==> src/rtl/cpu_control_fsm_pkg.sv <==
// -----------------------------------------------------------------------------
// cpu_control_fsm_pkg
// Shared definitions for the multicycle CPU control unit: the controller state
// enum, the opcode/funct constants it decodes, and the encodings of the mux
// selects and ALU operation it produces.
// Used by cpu_control_fsm and cpu_ctrl_decode via import cpu_control_fsm_pkg::*.
// -----------------------------------------------------------------------------
package cpu_control_fsm_pkg;

   // Controller states; HALT is only reachable when CTRL_ILLEGAL_TRAP_EN is defined
   typedef enum logic [3:0] {
      FETCH   = 4'd0,
      DECODE  = 4'd1,
      EX_R    = 4'd2,
      EX_I    = 4'd3,
      ADDR    = 4'd4,
      MEM_RD  = 4'd5,
      MEM_WR  = 4'd6,
      WB_MEM  = 4'd7,
      WB_ALU  = 4'd8,
      BRANCH  = 4'd9,
      JUMP    = 4'd10,
      JAL     = 4'd11,
      JR      = 4'd12,
      HALT    = 4'd13
   } state_t;

   // Opcodes (IR[31:26])
   localparam logic [5:0] OP_RTYPE = 6'h00;
   localparam logic [5:0] OP_J     = 6'h02;
   localparam logic [5:0] OP_JAL   = 6'h03;
   localparam logic [5:0] OP_BNE   = 6'h05;
   localparam logic [5:0] OP_ADDI  = 6'h08;
   localparam logic [5:0] OP_XORI  = 6'h0E;
   localparam logic [5:0] OP_LW    = 6'h23;
   localparam logic [5:0] OP_SW    = 6'h2B;

   // R-type function codes (IR[5:0])
   localparam logic [5:0] FN_JR    = 6'h08;
   localparam logic [5:0] FN_ADD   = 6'h20;
   localparam logic [5:0] FN_SUB   = 6'h22;
   localparam logic [5:0] FN_SLT   = 6'h2A;

   // ALU operation codes
   localparam logic [2:0] ALU_ADD  = 3'd0;
   localparam logic [2:0] ALU_SUB  = 3'd1;
   localparam logic [2:0] ALU_XOR  = 3'd2;
   localparam logic [2:0] ALU_SLT  = 3'd3;

   // Next-PC source
   localparam logic [1:0] PC_ALU    = 2'd0;
   localparam logic [1:0] PC_ALUOUT = 2'd1;
   localparam logic [1:0] PC_JUMP   = 2'd2;
   localparam logic [1:0] PC_REG    = 2'd3;

   // Register-file write data source
   localparam logic [1:0] WD_ALUOUT = 2'd0;
   localparam logic [1:0] WD_MEM    = 2'd1;
   localparam logic [1:0] WD_PC     = 2'd2;

   // ALU B operand source
   localparam logic [1:0] B_REG     = 2'd0;
   localparam logic [1:0] B_FOUR    = 2'd1;
   localparam logic [1:0] B_EXT     = 2'd2;
   localparam logic [1:0] B_EXT_SH2 = 2'd3;

   // Register-file destination select
   localparam logic [1:0] RD_RT     = 2'd0;
   localparam logic [1:0] RD_RD     = 2'd1;
   localparam logic [1:0] RD_RA     = 2'd2;

   // ALU operation for a supported R-type funct; unknown functs fall back to ADD
   function automatic logic [2:0] rtype_alu_op(input logic [5:0] funct);
      case (funct)
         FN_SUB:  return ALU_SUB;
         FN_SLT:  return ALU_SLT;
         default: return ALU_ADD;
      endcase
   endfunction

endpackage

==> src/rtl/cpu_control_fsm_decode.sv <==
// -----------------------------------------------------------------------------
// cpu_ctrl_decode
// Combinational instruction classifier used in the DECODE state: maps the
// opcode/funct pair to the state that executes it.
// Ports:
//   opcode  in  6  IR[31:26]
//   funct   in  6  IR[5:0]
//   target  out    execute state for a recognised instruction (FETCH otherwise)
//   legal   out 1  instruction is one the controller implements
// -----------------------------------------------------------------------------
module cpu_ctrl_decode
   import cpu_control_fsm_pkg::*;
(
   input  logic [5:0] opcode,
   input  logic [5:0] funct,
   output state_t     target,
   output logic       legal
);

   // Classify the instruction; anything unrecognised reports legal=0 and the
   // caller decides whether that means trap or NOP
   always_comb begin
      target = FETCH;
      legal  = 1'b1;
      case (opcode)
         OP_RTYPE: begin
            case (funct)
               FN_ADD, FN_SUB, FN_SLT: target = EX_R;
               FN_JR:                  target = JR;
               default:                legal  = 1'b0;
            endcase
         end
         OP_ADDI, OP_XORI: target = EX_I;
         OP_LW, OP_SW:     target = ADDR;
         OP_BNE:           target = BRANCH;
         OP_J:             target = JUMP;
         OP_JAL:           target = JAL;
         default:          legal  = 1'b0;
      endcase
   end

endmodule

==> src/rtl/cpu_control_fsm.sv <==
// -----------------------------------------------------------------------------
// cpu_control_fsm
// Multicycle CPU controller. Only the state is registered; every control output
// is decoded from the state (FETCH also looks at mem_ready, BRANCH at zero, and
// the EX/WB states at the held IR fields).
// Optional feature: define CTRL_ILLEGAL_TRAP_EN to send undecoded instructions
// to HALT (sticky illegal_op) instead of treating them as NOPs.
// Ports:
//   clk, reset (async, active-high)
//   opcode[5:0], funct[5:0]  IR fields
//   zero                     ALU zero flag
//   mem_ready                memory access completes this cycle
//   pc_we, ir_we, mem_we, iord, reg_we, alu_a_sel, ext_sel   1-bit controls
//   reg_dst, wd_sel, alu_b_sel, pc_src                       2-bit selects
//   alu_op[ALUOP_W-1:0]      ALU operation
//   state[STATE_W-1:0]       debug view of the current state
//   illegal_op               set while trapped in HALT
// -----------------------------------------------------------------------------
module cpu_control_fsm
   import cpu_control_fsm_pkg::*;
#(
   parameter int STATE_W = 4,
   parameter int ALUOP_W = 3
)(
   input  logic               clk,
   input  logic               reset,
   input  logic [5:0]         opcode,
   input  logic [5:0]         funct,
   input  logic               zero,
   input  logic               mem_ready,
   output logic               pc_we,
   output logic               ir_we,
   output logic               mem_we,
   output logic               iord,
   output logic               reg_we,
   output logic               alu_a_sel,
   output logic               ext_sel,
   output logic [1:0]         reg_dst,
   output logic [1:0]         wd_sel,
   output logic [1:0]         alu_b_sel,
   output logic [1:0]         pc_src,
   output logic [ALUOP_W-1:0] alu_op,
   output logic [STATE_W-1:0] state,
   output logic               illegal_op
);

   state_t     cur_state;
   state_t     nxt_state;
   state_t     dec_target;
   logic       dec_legal;
   logic [2:0] alu_op_c;

   cpu_ctrl_decode u_decode (
      .opcode (opcode),
      .funct  (funct),
      .target (dec_target),
      .legal  (dec_legal)
   );

   // State register; reset drops straight back to FETCH even mid-instruction
   always_ff @(posedge clk or posedge reset) begin
      if (reset) begin
         cur_state <= FETCH;
      end else begin
         cur_state <= nxt_state;
      end
   end

   // Next-state logic; memory states wait on mem_ready, everything else
   // advances every cycle
   always_comb begin
      nxt_state = cur_state;
      case (cur_state)
         FETCH:   if (mem_ready) nxt_state = DECODE;
         DECODE: begin
            if (dec_legal) begin
               nxt_state = dec_target;
            end else begin
`ifdef CTRL_ILLEGAL_TRAP_EN
               nxt_state = HALT;
`else
               nxt_state = FETCH;
`endif
            end
         end
         EX_R, EX_I:  nxt_state = WB_ALU;
         ADDR:        nxt_state = (opcode == OP_SW) ? MEM_WR : MEM_RD;
         MEM_RD:      if (mem_ready) nxt_state = WB_MEM;
         MEM_WR:      if (mem_ready) nxt_state = FETCH;
         WB_ALU, WB_MEM, BRANCH, JUMP, JAL, JR: nxt_state = FETCH;
`ifdef CTRL_ILLEGAL_TRAP_EN
         HALT:        nxt_state = HALT;
`else
         HALT:        nxt_state = FETCH;
`endif
         default:     nxt_state = FETCH;
      endcase
   end

   // Output table; everything defaults to 0 and each state raises only what it
   // needs. WB_ALU picks rd vs rt from the opcode, which the IR still holds.
   always_comb begin
      pc_we     = 1'b0;
      ir_we     = 1'b0;
      mem_we    = 1'b0;
      iord      = 1'b0;
      reg_we    = 1'b0;
      alu_a_sel = 1'b0;
      ext_sel   = 1'b0;
      reg_dst   = RD_RT;
      wd_sel    = WD_ALUOUT;
      alu_b_sel = B_REG;
      pc_src    = PC_ALU;
      alu_op_c  = ALU_ADD;
      case (cur_state)
         FETCH: begin
            alu_b_sel = B_FOUR;
            ir_we     = mem_ready;
            pc_we     = mem_ready;
         end
         DECODE: begin
            alu_b_sel = B_EXT_SH2;
            ext_sel   = 1'b1;
         end
         EX_R: begin
            alu_a_sel = 1'b1;
            alu_op_c  = rtype_alu_op(funct);
         end
         EX_I: begin
            alu_a_sel = 1'b1;
            alu_b_sel = B_EXT;
            ext_sel   = (opcode == OP_ADDI);
            alu_op_c  = (opcode == OP_XORI) ? ALU_XOR : ALU_ADD;
         end
         WB_ALU: begin
            reg_we  = 1'b1;
            reg_dst = (opcode == OP_RTYPE) ? RD_RD : RD_RT;
         end
         ADDR: begin
            alu_a_sel = 1'b1;
            alu_b_sel = B_EXT;
            ext_sel   = 1'b1;
         end
         MEM_RD: iord = 1'b1;
         MEM_WR: begin
            iord   = 1'b1;
            mem_we = 1'b1;
         end
         WB_MEM: begin
            reg_we = 1'b1;
            wd_sel = WD_MEM;
         end
         BRANCH: begin
            alu_a_sel = 1'b1;
            alu_op_c  = ALU_SUB;
            pc_src    = PC_ALUOUT;
            pc_we     = ~zero;
         end
         JUMP: begin
            pc_src = PC_JUMP;
            pc_we  = 1'b1;
         end
         JAL: begin
            pc_src  = PC_JUMP;
            pc_we   = 1'b1;
            reg_we  = 1'b1;
            reg_dst = RD_RA;
            wd_sel  = WD_PC;
         end
         JR: begin
            pc_src = PC_REG;
            pc_we  = 1'b1;
         end
         default: ;
      endcase
   end

   assign alu_op = ALUOP_W'(alu_op_c);
   assign state  = STATE_W'(cur_state);

   // HALT is never left without reset, so being in it is already sticky
`ifdef CTRL_ILLEGAL_TRAP_EN
   assign illegal_op = (cur_state == HALT);
`else
   assign illegal_op = 1'b0;
`endif

endmodule
==> config.mk <==
export PLATFORM = sky130hd
export DESIGN_NAME = cpu_control_fsm
export DESIGN_NICKNAME = d
export VERILOG_FILES = /design/src/rtl/cpu_control_fsm_pkg.sv /design/src/rtl/cpu_control_fsm_decode.sv /design/src/rtl/cpu_control_fsm.sv
export SDC_FILE = /design/constraint.sdc
export NUM_CORES = 1
export LEC_CHECK = 0
export ABC_CLOCK_PERIOD_IN_PS = 3800
export BUFFER_PORTS_ARGS = -buffer_cell sky130_fd_sc_hd__buf_4
export CAP_MARGIN = 0
export CELL_PAD_IN_SITES_DETAIL_PLACEMENT = 1
export CELL_PAD_IN_SITES_GLOBAL_PLACEMENT = 1
export CORE_UTILIZATION = 31
export DETAILED_ROUTE_END_ITERATION = 6
export GPL_TIMING_DRIVEN = 0
export PLACE_DENSITY_LB_ADDON = 0.1
export SYNTH_ARGS = -nofsm -noshare
export SYNTH_HDL_FRONTEND = slang
export SYNTH_HIERARCHICAL = 1
export SYNTH_SLANG_ARGS = --single-unit
==> constraint.sdc <==
create_clock -name clk -period 3.8 [get_ports clk]
set_input_delay 0.38 -clock clk [delete_from_list [all_inputs] [get_ports clk]]
set_output_delay 0.38 -clock clk [all_outputs]
set_load 0.1 [all_outputs]
==> results.md, run 1 <==
- The net switching fraction of the power is 58.8%.
- The number of cells in the design after placement is 168.
- The biggest area contributor in the post-synthesis netlist is sky130_fd_sc_hd__dfrtp_1.
- The floorplan step defined a die boundary enclosing 2500 sq um.
- The critical path start-end classification is register to output pin.
- The post-detailed-route count of antenna-violating nets is 0.
- For this run, design rule violations remaining after detail routing come to 0.
- Setup repair after global routing left no endpoint under its margin.
- The floorplan core area is 2190 sq um.
- In this run the worst setup path terminates at alu_op[0].
- The count of nets after finishing is 161.
- The wire length after detailed routing is 2430 um.
- Once detailed placement completed, the half-perimeter wirelength came to 1940 um.
- In this run the cell area measured after placement is 1040 sq um.
- STA puts the critical path data arrival time at 1870 ps.
- Across all hold checks on the routed design, the worst slack comes to 25.3 ps.
- The relative contribution of the clock network to total power is 14.9%.
- The gate count after technology mapping is 103.
- The vertical die dimension is 50.0 um.
- The portion of the post-synthesis area used by sequential elements is 14.0%.
- The internal portion of the total power is 0.143 mW.
- In this run the register-to-register setup slack is 2410 ps.
- The count of clock tree sinks is 4.
- The launch instance of the worst register-to-register path is state[3].
- Excluding fillers, the count of instances in the completed layout stands at 171.
- The number of antenna diodes in the final layout is 0.
- For this run, the number of Yosys warnings is 6.
- The via density per instance is 5.37.
- Fill cells in the final layout number 299.
- The part of the power in registers is 14.0%.
- The minimum clock period is 2250 ps.
- The met2 usage in global routing is 37.4%.
- Across every metal layer, demand over resource in global routing totals 21.8%.
- The busiest layer in global routing is met2.
- After clock tree synthesis, the repair step resized 0 gates.
- On the final layout, the worst clock skew is 0.156 ps.
- The most common cell in the netlist is sky130_fd_sc_hd__nor2_1.
- The number of antenna violations at the first check in global routing came to 0.
- The global-route track usage on met3 is 0.309%.
- Clock tree synthesis selected as its root buffer the cell sky130_fd_sc_hd__clkbuf_4.
- The worst register-to-register path has a depth of 4.
- Per report_power, the combinational group accounts for 71.0% of the total.
- For this design the top-level I/O count stands at 39.
- At the later pin of the worst-skew pair, clock insertion delay measures 230 ps.
- The number of flip-flops under the largest register name is 4.
- After clock tree synthesis, the clock-pin slew on the worst setup and hold paths is 40 ps.
- The area growth from synthesis to layout is 49.1%.
- The async set-reset flop share out of synthesis is 100%.
- The H-tree depth is 1.
- After synthesis, the largest area contributor takes up 14.0% of total cell area.
- Setup violations remaining at the end of the flow were counted as 0.
- The buffer levels on the longest clock path is 2.
- Entering global routing, the biggest net connects 11 pins.
- The netlist area before placement is 713 sq um.
- The flow ran to the end, and the final reports show no timing, DRC or antenna violations.
- Dividing the synthesized area by the synthesized cell count gives 6.92 sq um.
- Tracing the worst setup path back leads to its startpoint at state[3].
- The DRC marker count from the first detailed-route iteration is 7.
- The endpoint identified for the worst register-to-register timing path is state[1].
- TritonCTS built the clock tree.
- The number of buffers added by the clock tree synthesis step is 3.
- Dividing the final minimum period by the clock period gives 59.2%.
- The maximum clock frequency is 445 MHz.
- The commonest cells after synthesis are sky130_fd_sc_hd__nor2_1, sky130_fd_sc_hd__a21oi_1, sky130_fd_sc_hd__nand2_1.
- The tightest min-delay check is of the input port to async pin type.
- The worst setup path is captured at an output pin.
- In this run the horizontal extent of the chip is 50.0 um.
- The critical path startpoint category is a register.
- The number of global-route vias before repair is 935.
- Summing internal, switching and leakage power gives 0.347 mW.
- The required arrival time at the worst endpoint is 3420 ps.
- The initialized floorplan defines 17 standard-cell rows.
- For this configuration, the core starts out at a cell density of 32.6%.
- The met1 usage in global routing is 29.7%.
- The number of max-capacitance violations reported is 0.
- The worst IR drop on VDD is 0.242 mV.
- The leading register cell type out of synthesis is sky130_fd_sc_hd__dfrtp_1.
- After routing the design area is 1060 sq um.
- The power spent charging and discharging nets is 0.204 mW.
- For this run the aggregate overflow at the end of global routing stands at 0.
- The via total after detailed routing is 919.
- Port buffering added 36 buffers.
- The final-report hold violation count came to 0.
- The final count of pins violating max slew came to 0.
- By area the synthesized netlist is led by sky130_fd_sc_hd__dfrtp_1, sky130_fd_sc_hd__nor2_1, sky130_fd_sc_hd__a21oi_1.
- The distinct cell type count after synthesis is 45.
- In this run the worst path has a maximum fanout of 7.
- Hold repair after CTS inserted 0 buffers.
- For this design the static power due to leakage is 0.493 nW.
- Yosys mapped a number of flops with a built-in enable equal to 0.
- For the final routed database, the setup TNS stands at 0 ps.
- The first-pass iteration count of the detailed router is 4.
- Routability-driven placement finished with a final weighted congestion of 0.741.
- The synthesized design contains 4 register bits.
- Dividing the detail-routed wire length by the instance count gives 14.2 um.
- The ratio of total power to cell area is 326 nW/um^2.
- The first global-routing pass estimated 4240 um of wire.
- The post-route netlist has 36.4% of its cells at a drive strength greater than 1.
- The total setup buffers inserted after CTS is 0.
## per-layer routing
| metal | vias up | part of all wire, % |
|---|---|---|
| li1 | 463 | - |
| met2 | 24 | 48 |
| met1 | 430 | 48 |
| met4 | 0 | 0.66 |
| met3 | 2 | 2.9 |
| met5 | - | 0 |
## stage by stage
stage | worst slack [ps] | util (%)
finish | 1550 | 48.5
global route | 1410 | 48.5
CTS | 1530 | 48.5
detailed placement | 1790 | 47.5
global placement | 1790 | 47.5
floorplan | 140 | -
## worst min path at each step
| stage | start | end | slack (ps) | cells past startpoint |
|---|---|---|---|---|
| final | reset | state[1] | 30 | 2 |
| after floorplan | reset | state[0] | 150 | 1 |
| after detailed placement | reset | state[2] | 270 | 2 |
| after global routing | reset | state[1] | 40 | 2 |
| after global placement | reset | state[2] | 270 | 2 |
| after CTS | reset | state[2] | 20 | 2 |
## logic make-up after synthesis
logic type | Yosys count | synth area share, %
and+or+nand+nor | 57 | 47.7
AOI/OAI and AO/OA | 28 | 27.0
DFF | 4 | 14.0
other | 1 | 0.526
xor gates and xnor gates | 2 | 2.46
buffers and inverters | 11 | 8.24
## layout by cell type (no fill, tap or decap), drive strengths merged, types with 2 or more instances in the layout
cell type | synthesis | layout
a21boi | 3 | 3
o32ai | 2 | 2
nor3b | 2 | 2
conb | 1 | 2
nand3b | 3 | 3
a31oi | 2 | 2
nor2b | 4 | 4
and3 | 3 | 3
nor3 | 6 | 6
nor4 | 2 | 2
nand3 | 3 | 3
clkbuf | 1 | 4
inv | 2 | 2
nand2 | 7 | 7
nor2 | 11 | 11
dfrtp | 4 | 4
nand2b | 5 | 5
o21ai | 4 | 4
nand4b | 2 | 2
buf | 8 | 44
a21oi | 8 | 8
## power groups by stage
stage	clock, mW	sequential, mW	combinational, mW
6_report	0.0518	0.0486	0.246
4_1_cts	0.0561	0.0487	0.247
5_1_grt	0.0559	0.0492	0.259
2_1_floorplan	0	0.0735	0.162
3_3_place_gp	0	0.0492	0.244
3_5_place_dp	0	0.0492	0.247
## worst max-delay path: stages (launching register included)
cell                       delay (ps)
sky130_fd_sc_hd__dfrtp_1          440
sky130_fd_sc_hd__nand2b_1         230
sky130_fd_sc_hd__or4b_1           520
sky130_fd_sc_hd__a21oi_1          150
sky130_fd_sc_hd__buf_4            300
## area by class of cell
type / instances / area [sq um] / share of cell area (%)
clock buffers: 3 / 22.5 / 2.12
multi-input cells: 89 / 577 / 54.2
flip-flops and latches: 4 / 100 / 9.41
well taps: 28 / 35.0 / 3.29
inverters: 2 / 7.51 / 0.706
repair buffers: 36 / 270 / 25.4
plain buffers: 9 / 51.3 / 4.82
Power figures use the tool's default switching activity.
==> run 2, diff against run 1 <==
- ABC_CLOCK_PERIOD_IN_PS: 3800 -> 2200
- CORE_UTILIZATION: 31 -> 29
- clock period: 3.8 -> 2.2 ns (I/O delays scaled with it)
==> run 2 against run 1 <==
Combinational power increased by 86%. Setup slack got worse by 1500 ps. First-iteration DRC count decreased by 43%. Global-route usage decreased by 0.88 points. Non-clock buffer count increased by 1. Sequential power increased by 81%. Critical path depth unchanged. Utilization increased by 4.4 points. Critical path type unchanged. Flip-flop and latch count unchanged. Final cell count increased by 0.58%. Sequential share of layout area increased by 0.23 points. Clock skew increased by 1.3 ps.
==> results.md, run 2 (synthesized netlist as in run 1, its figures left out) <==
- The run finished with clean final reports.
- Leaving out fill and tap cells, the most frequent cell in the layout is sky130_fd_sc_hd__buf_4.
- The final sum of negative setup slack is 0 ps.
- The path with the worst hold slack has its endpoint at state[1].
- For the finished layout, the period the worst path requires is 2120 ps.
- The share of post-route cells with drive strength above 1 is 47.9%.
- Setup repair after global routing left no endpoint under its margin.
- Setup violations remaining at the end of the flow were counted as 0.
- For the worst-skew pair, the clock arrives at the later sink with an insertion delay of 230 ps.
- Prior to clock tree synthesis, the placed netlist has a worst setup slack of 306 ps.
- The endpoint identified for the worst register-to-register timing path is state[1].
- Grouping stages by cell kind, the critical path spends the most delay in simple AND/OR/NAND/NOR gates.
- Input and output buffers added on the ports amount to 36.
- The worst path uses 96.2% of the clock period.
- For this run the aggregate overflow at the end of global routing stands at 0.
- The class of the tightest hold or removal check is input port to register.
- Counting instances, the worst hold path has a depth of 2.
- The H-tree depth is 1.
- Walking the worst path, the cells encountered are buf_2 -> or4b_1 -> a21oi_4 -> buf_4.
- For this design the top-level I/O count stands at 39.
- The number of placement rows is 17.
- The die extent in x is 51.6 um.
- The worst hold slack across all endpoints is 259 ps.
- The worst endpoint data arrival time is 1900 ps.
- The cell at the root of the clock tree is sky130_fd_sc_hd__clkbuf_4.
- The pre-antenna-repair detailed-routing pass consisted of 2 iterations.
- The final-report hold violation count came to 0.
- For this block, the routed nets add up to 2560 um of wire.
- The required arrival time at the worst endpoint is 1980 ps.
- Entering global routing, the biggest net connects 11 pins.
- The number of antenna violations at the first check in global routing is 0.
- The static leakage is 0.528 nW.
- The area after detailed placement is 1160 sq um.
- The wire length per cell after detailed routing is 14.9 um.
- The number of max-capacitance violations reported is 0.
- The post-route standard cell area excluding fillers is 1190 sq um.
- In this run the power density over the cells is 533 nW/um^2.
- The final standard cell utilization of the core is 52.9%.
- The overall die area is 2660 sq um.
- The TritonCTS clock tree is yes.
- Of all nets on the critical path, the largest fanout is 10.
- The buffer levels on the longest clock path is 2.
- The number of buffers and inverters on the critical path is 2.
- The number of global-route vias before repair is 874.
- The count of antenna diodes in the layout is 0.
- The worst setup path is of the register to output pin kind.
- For the worst flop-to-flop path, the logic depth is 4.
- The die is 51.6 um tall.
- After floorplanning, the core was sized to cover 2250 sq um.
- The critical path startpoint category is a register.
- Once detail routing completed, the nets flagged for antenna violations numbered 0.
- Leaving out fill and tap cells, the most frequent cells in the layout are sky130_fd_sc_hd__buf_4, sky130_fd_sc_hd__nor2_1, sky130_fd_sc_hd__nand2_1, sky130_fd_sc_hd__a21oi_1.
- Derived from the worst setup path, the maximum achievable clock frequency is 473 MHz.
- The highest-delay cell along the critical path is sky130_fd_sc_hd__or4b_1.
- Routability-driven placement finished with a final weighted congestion of 0.816.
- The DRC marker count from the first detailed-route iteration is 4.
- For this design, the sink count on the clock tree is 4.
- The via total after detailed routing is 947.
- The startpoint identified for the worst hold timing path is mem_ready.
- STA classifies the critical path endpoint as an output pin.
- The clock edge transition at the registers on the reported setup and hold paths is 40 ps.
- The first global-routing pass estimated 4230 um of wire.
- The total DRC errors in the routed layout is 0.
- In the routed layout, each cell is associated on average with a via count of 5.51.
- The internal reg-to-reg setup slack is 790 ps.
- The number of flip-flops under the largest register name is 4.
- The overall routing resource usage is 20.9%.
- The largest single stage delay on the critical path is 590 ps.
- The number of buffers added by the clock tree synthesis step is 3.
- The worst setup slack after layout is 84.0 ps.
- The starting utilization of the core area is 31.6%.
- The final count of pins violating max slew came to 0.
- The final HPWL from detailed placement is 2090 um.
- On the final layout, the worst clock skew is 1.46 ps.
- In the final design database the tool counted 162 nets.
- The launch instance of the worst register-to-register path is state[3].
- The area growth from synthesis to layout is 67.4%.
- The worst IR drop on VDD is 0.360 mV.
## run 2: timing repair
item / CTS / global route
endpoints found under the setup margin: 0 / 1
buffers inserted: 0 / 0
resized for setup: 0 / 1
hold buffers: 1 / 0
hold endpoints to repair: 4 / 0
## run 2: cell type report
type                            instances  area (sq um)
Clock buffer                            3          22.5
Sequential cell                         4           115
Multi-Input combinational cell         89           668
Inverter                                2          7.51
Fill cell                             300          1060
Timing Repair Buffer                   37           284
Buffer                                  9          61.3
Tap cell                               28          35.0
## run 2: how the worst max path moves through the flow
stage / startpoint / end / slack, ps / cells after the start
final: state[0] / alu_op[0] / 80 / 4
after global routing: state[0] / alu_op[0] / 0.3 / 4
after floorplan: state[2] / ext_sel / -80 / 4
after CTS: state[0] / reg_dst[0] / 60 / 6
after global placement: state[0] / reg_dst[0] / 330 / 6
after detailed placement: state[0] / reg_dst[0] / 310 / 6
## run 2: metrics by stage
step	instances	total power [mW]
after floorplan	104	0.442
final	172	0.636
after global routing	172	0.675
after CTS	172	0.641
after global placement	168	0.541
after detailed placement	168	0.546
## run 2: power breakdown
part	internal, mW	switching [mW]	leakage [nW]
registers	0.0835	0.00472	0.0470
clock network	0.0610	0.0294	0.0138
logic	0.124	0.334	0.467
total	0.269	0.368	0.528
## run 2: metal layers
layer | wire length [um] | track usage [%]
met1 | 1230 | 29.5
met4 | 46 | 4.50
met3 | 80 | 3.22
met5 | 0 | 0
met2 | 1190 | 33.1
## run 2: worst reg2reg max path, stage by stage, from the launching register on
cell and delay, ps:
sky130_fd_sc_hd__dfrtp_4 500, sky130_fd_sc_hd__clkbuf_2 240, sky130_fd_sc_hd__nor2_1 260, sky130_fd_sc_hd__o31ai_1 120, sky130_fd_sc_hd__o32ai_1 170
==> run 3, diff against run 2 <==
- ABC_AREA: default -> 1
==> run 3 against run 2 <==
Count of clock-buffer cells in the layout is the same. Register-to-register slack improved by 50 ps. Setup slack better by 110 ps. Utilization down 6.9 points. Final cell count grew 34%. Sequential share of layout area decreased by 0.49 points. Clock skew fell by 0.69 ps. Fmax is 5.7% higher. Worst hold slack better by 85 ps.
==> results.md, run 3 <==
- The required arrival time at the worst endpoint is 1980 ps.
- The first global-routing pass estimated 4680 um of wire.
- The flow ran to the end, and the final reports show no timing, DRC or antenna violations.
- The number of antenna violations at the first check in global routing is 0.
- Setup repair after global routing left no endpoint under its margin.
- The overall die area is 3070 sq um.
- STA classifies the critical path endpoint as an output pin.
- Among all stages on the critical path, the largest delay is contributed by sky130_fd_sc_hd__dfrtp_4.
- Across all layers, the routed design uses 1103 vias.
- The portion of synthesized cell area occupied by the leading cell type is 17.7%.
- The DRC marker count from the first detailed-route iteration is 24.
- The count of nets after finishing is 217.
- The floorplan core area is 2730 sq um.
- The analysis attributes to cell leakage a power of 0.688 nW.
- Walking the worst path, the cells encountered are inv_4 -> nand2_1 -> nor2_1 -> nand4_1 -> o21ai_2 -> buf_4.
- The ratio of total power to cell area is 875 nW/um^2.
- Yosys printed 6 warnings.
- The count of buffers inserted at the top-level ports is 36.
- After synthesis the cells add up to 827 sq um.
- The area growth from synthesis to layout is 52.0%.
- The post-layout total power is 1.10 mW.
- The number of global-route vias before repair is 1104.
- The largest single stage delay on the critical path is 510 ps.
- After clock tree synthesis, the clock-pin slew on the worst setup and hold paths is 40 ps.
- The register with the most flip-flops in the layout has 4 of them.
- From bottom edge to top edge, the die measures 55.4 um.
- A synthesized cell averages 5.23 sq um.
- The critical path contains buffers and inverters numbering 2 combined.
- The worst IR drop on VDD is 0.712 mV.
- The cell family contributing the most delay on the critical path is simple AND/OR/NAND/NOR gates.
- The clock period could shrink to 2000 ps.
- The count of fill cells added during filler insertion is 395.
- The final count of pins violating max slew is 0.
- TritonCTS built the clock tree.
- 39 I/O pins were placed.
- The portion of the post-synthesis area used by sequential elements is 12.1%.
- The post-detailed-route count of antenna-violating nets is 0.
- The insertion delay of the later-clocked pin in the worst-skew pair is 230 ps.
- The first TritonRoute pass finished after 4 iterations.
- In this run, CTS created clock tree buffers numbering 3.
- Counting instances in the post-synthesis netlist gives the leading cell types as sky130_fd_sc_hd__nand2_1, sky130_fd_sc_hd__nor2_1, sky130_fd_sc_hd__inv_1.
- The clock passes through at most 2 buffers.
- The number of max-capacitance violations reported is 0.
- Between clock sinks in the finished design, the worst skew comes to 0.777 ps.
- The async set-reset flop share out of synthesis is 100%.
- The worst setup path is of the register to output pin kind.
- The wire length per cell after detailed routing is 11.8 um.
- The count of antenna diodes in the layout is 0.
- CTS built an H-tree with a depth of 1.
- The cell accounting for the most synthesized area is sky130_fd_sc_hd__nand2_1.
- The tightest min-delay check is of the input port to register type.
- The pre-CTS worst setup slack is 402 ps.
- Based on the critical path, the design can be clocked at up to 499 MHz.
- The final-report hold violation count came to 0.
- The leading register cell type out of synthesis is sky130_fd_sc_hd__dfrtp_1.
- Global routing used 18.4% of the available tracks across all layers.
- From left edge to right edge, the die measures 55.4 um.
- The final weighted congestion in routability-driven placement is 0.869.
- The library cells used most frequently in the layout, excluding fill and tap cells, are sky130_fd_sc_hd__buf_4, sky130_fd_sc_hd__nand2_1, sky130_fd_sc_hd__nor2_1, sky130_fd_sc_hd__inv_1, sky130_fd_sc_hd__nand3_1.
- The commonest non-fill, non-tap cell in the layout is sky130_fd_sc_hd__buf_4.
- The cell at the root of the clock tree is sky130_fd_sc_hd__clkbuf_4.
- After synthesis, the netlist uses 22 different library cells.
- Entering global routing, the biggest net connects 9 pins.
- The total setup buffers inserted after CTS is 0.
- Synthesis inferred 4 register bits.
- For this configuration, the core starts out at a cell density of 30.3%.
- The worst endpoint data arrival time is 1780 ps.
- In the post-route analysis, the smallest setup slack over all paths is 198 ps.
- The number of synthesized flops with an enable pin is 0.
- The total DRC errors in the routed layout is 0.
- The wire length after detailed routing is 2710 um.
- STA classifies the critical path startpoint as a register.
- The largest fanout on the critical path is 6.
- The final HPWL from detailed placement is 2330 um.
- By area the synthesized netlist is led by sky130_fd_sc_hd__nand2_1, sky130_fd_sc_hd__nor2_1, sky130_fd_sc_hd__dfrtp_1.
- The share of post-route cells with drive strength above 1 is 40.2%.
- In this run, post-CTS repair resized a total of 0 instances.
- The most common cell in the netlist is sky130_fd_sc_hd__nand2_1.
- The count of clock tree sinks is 4.
- In the routed layout, each cell is associated on average with a via count of 4.80.
- In the final timing run, aggregate negative setup slack is 0 ps.
- The cell count after synthesis came out at 158.
- The number of placement rows is 19.
- The total of endpoints with negative setup slack in the final report is 0.
- Summed over all layers, the global routing overflow is 0.
- The post-route clock period utilization is 91.0%.
-- run 3: cell types whose count changed after synthesis, sizes merged, moves of 4 or more --
cell,before,now
nor3,6,1
inv,2,28
nor2,11,39
nand2,7,43
a21oi,8,0
nand4,1,6
buf,8,3
nand2b,5,0
nand3,3,20
nor2b,4,0
-- run 3: path summary, 6_finish.rpt --
check / start / endpoint / cells after the start / slack, ps
min: mem_ready / state[1] / 4 / 340
max reg2reg: state[0] / state[2] / 6 / 840
min reg2reg: state[1] / state[3] / 2 / 680
max: state[2] / alu_op[1] / 6 / 200
min in group asynchronous: reset / state[3] / 3 / 440
max in group asynchronous: reset / state[0] / 3 / 1590
-- run 3: worst reg2reg max path, cell delays in order, from the launching register on --
cell	delay (ps)
sky130_fd_sc_hd__dfrtp_4	510
sky130_fd_sc_hd__nor2_1	250
sky130_fd_sc_hd__nand2_2	160
sky130_fd_sc_hd__nand3_2	120
sky130_fd_sc_hd__nand2_2	70
sky130_fd_sc_hd__nand2_1	90
sky130_fd_sc_hd__nand2_1	60
-- run 3: logic make-up after synthesis --
family | count (synthesis) | synth area share (%)
flip-flops | 4 | 12.1
other | 1 | 0.453
buffers and inverters | 32 | 15.9
AND/OR/NAND/NOR | 114 | 66.9
AO/OA/AOI/OAI | 7 | 4.69
-- run 3: through the flow --
stage / hold WS [ps] / area [sq um] / instances / util [%]
after floorplan: -13.8 / 916 / 159 / -
after CTS: 345 / 1260 / 230 / 46.0
after detailed placement: 122 / 1220 / 226 / 44.8
after global placement: 108 / 1220 / 226 / 44.8
after global routing: 377 / 1260 / 230 / 46.0
final: 344 / 1260 / 230 / 46.0
-- run 3: final cells by class --
cell class	instances	area, sq um	share of cell area [%]
multi-input cells	123	667	53.0
repair buffers	37	280	22.3
flip-flops and latches	4	115	9.15
inverters	29	111	8.86
well taps	31	38.8	3.08
clock buffers	3	22.5	1.79
plain buffers	3	22.5	1.79
-- run 3: report_power, final --
part | total (mW) | leakage [nW] | switching, mW | internal, mW
combinational | 0.881 | 0.628 | 0.697 | 0.184
sequential | 0.130 | 0.0468 | 0.0323 | 0.0975
clock | 0.0902 | 0.0138 | 0.0293 | 0.0610
total | 1.10 | 0.688 | 0.758 | 0.343
-- run 3: layer usage --
metal  up-vias  GRT usage (%)  wire length, um
li1        574              -                -
met1       509           21.6             1230
met2        20           36.5             1410
met3         0           1.41               65
met4         0           2.14                0
met5         -              0                0
-- run 3: repair_timing --
item                                    CTS  global route
endpoints found under the hold margin     4             0
hold buffers                              1             0
endpoints found under the setup margin    0             0
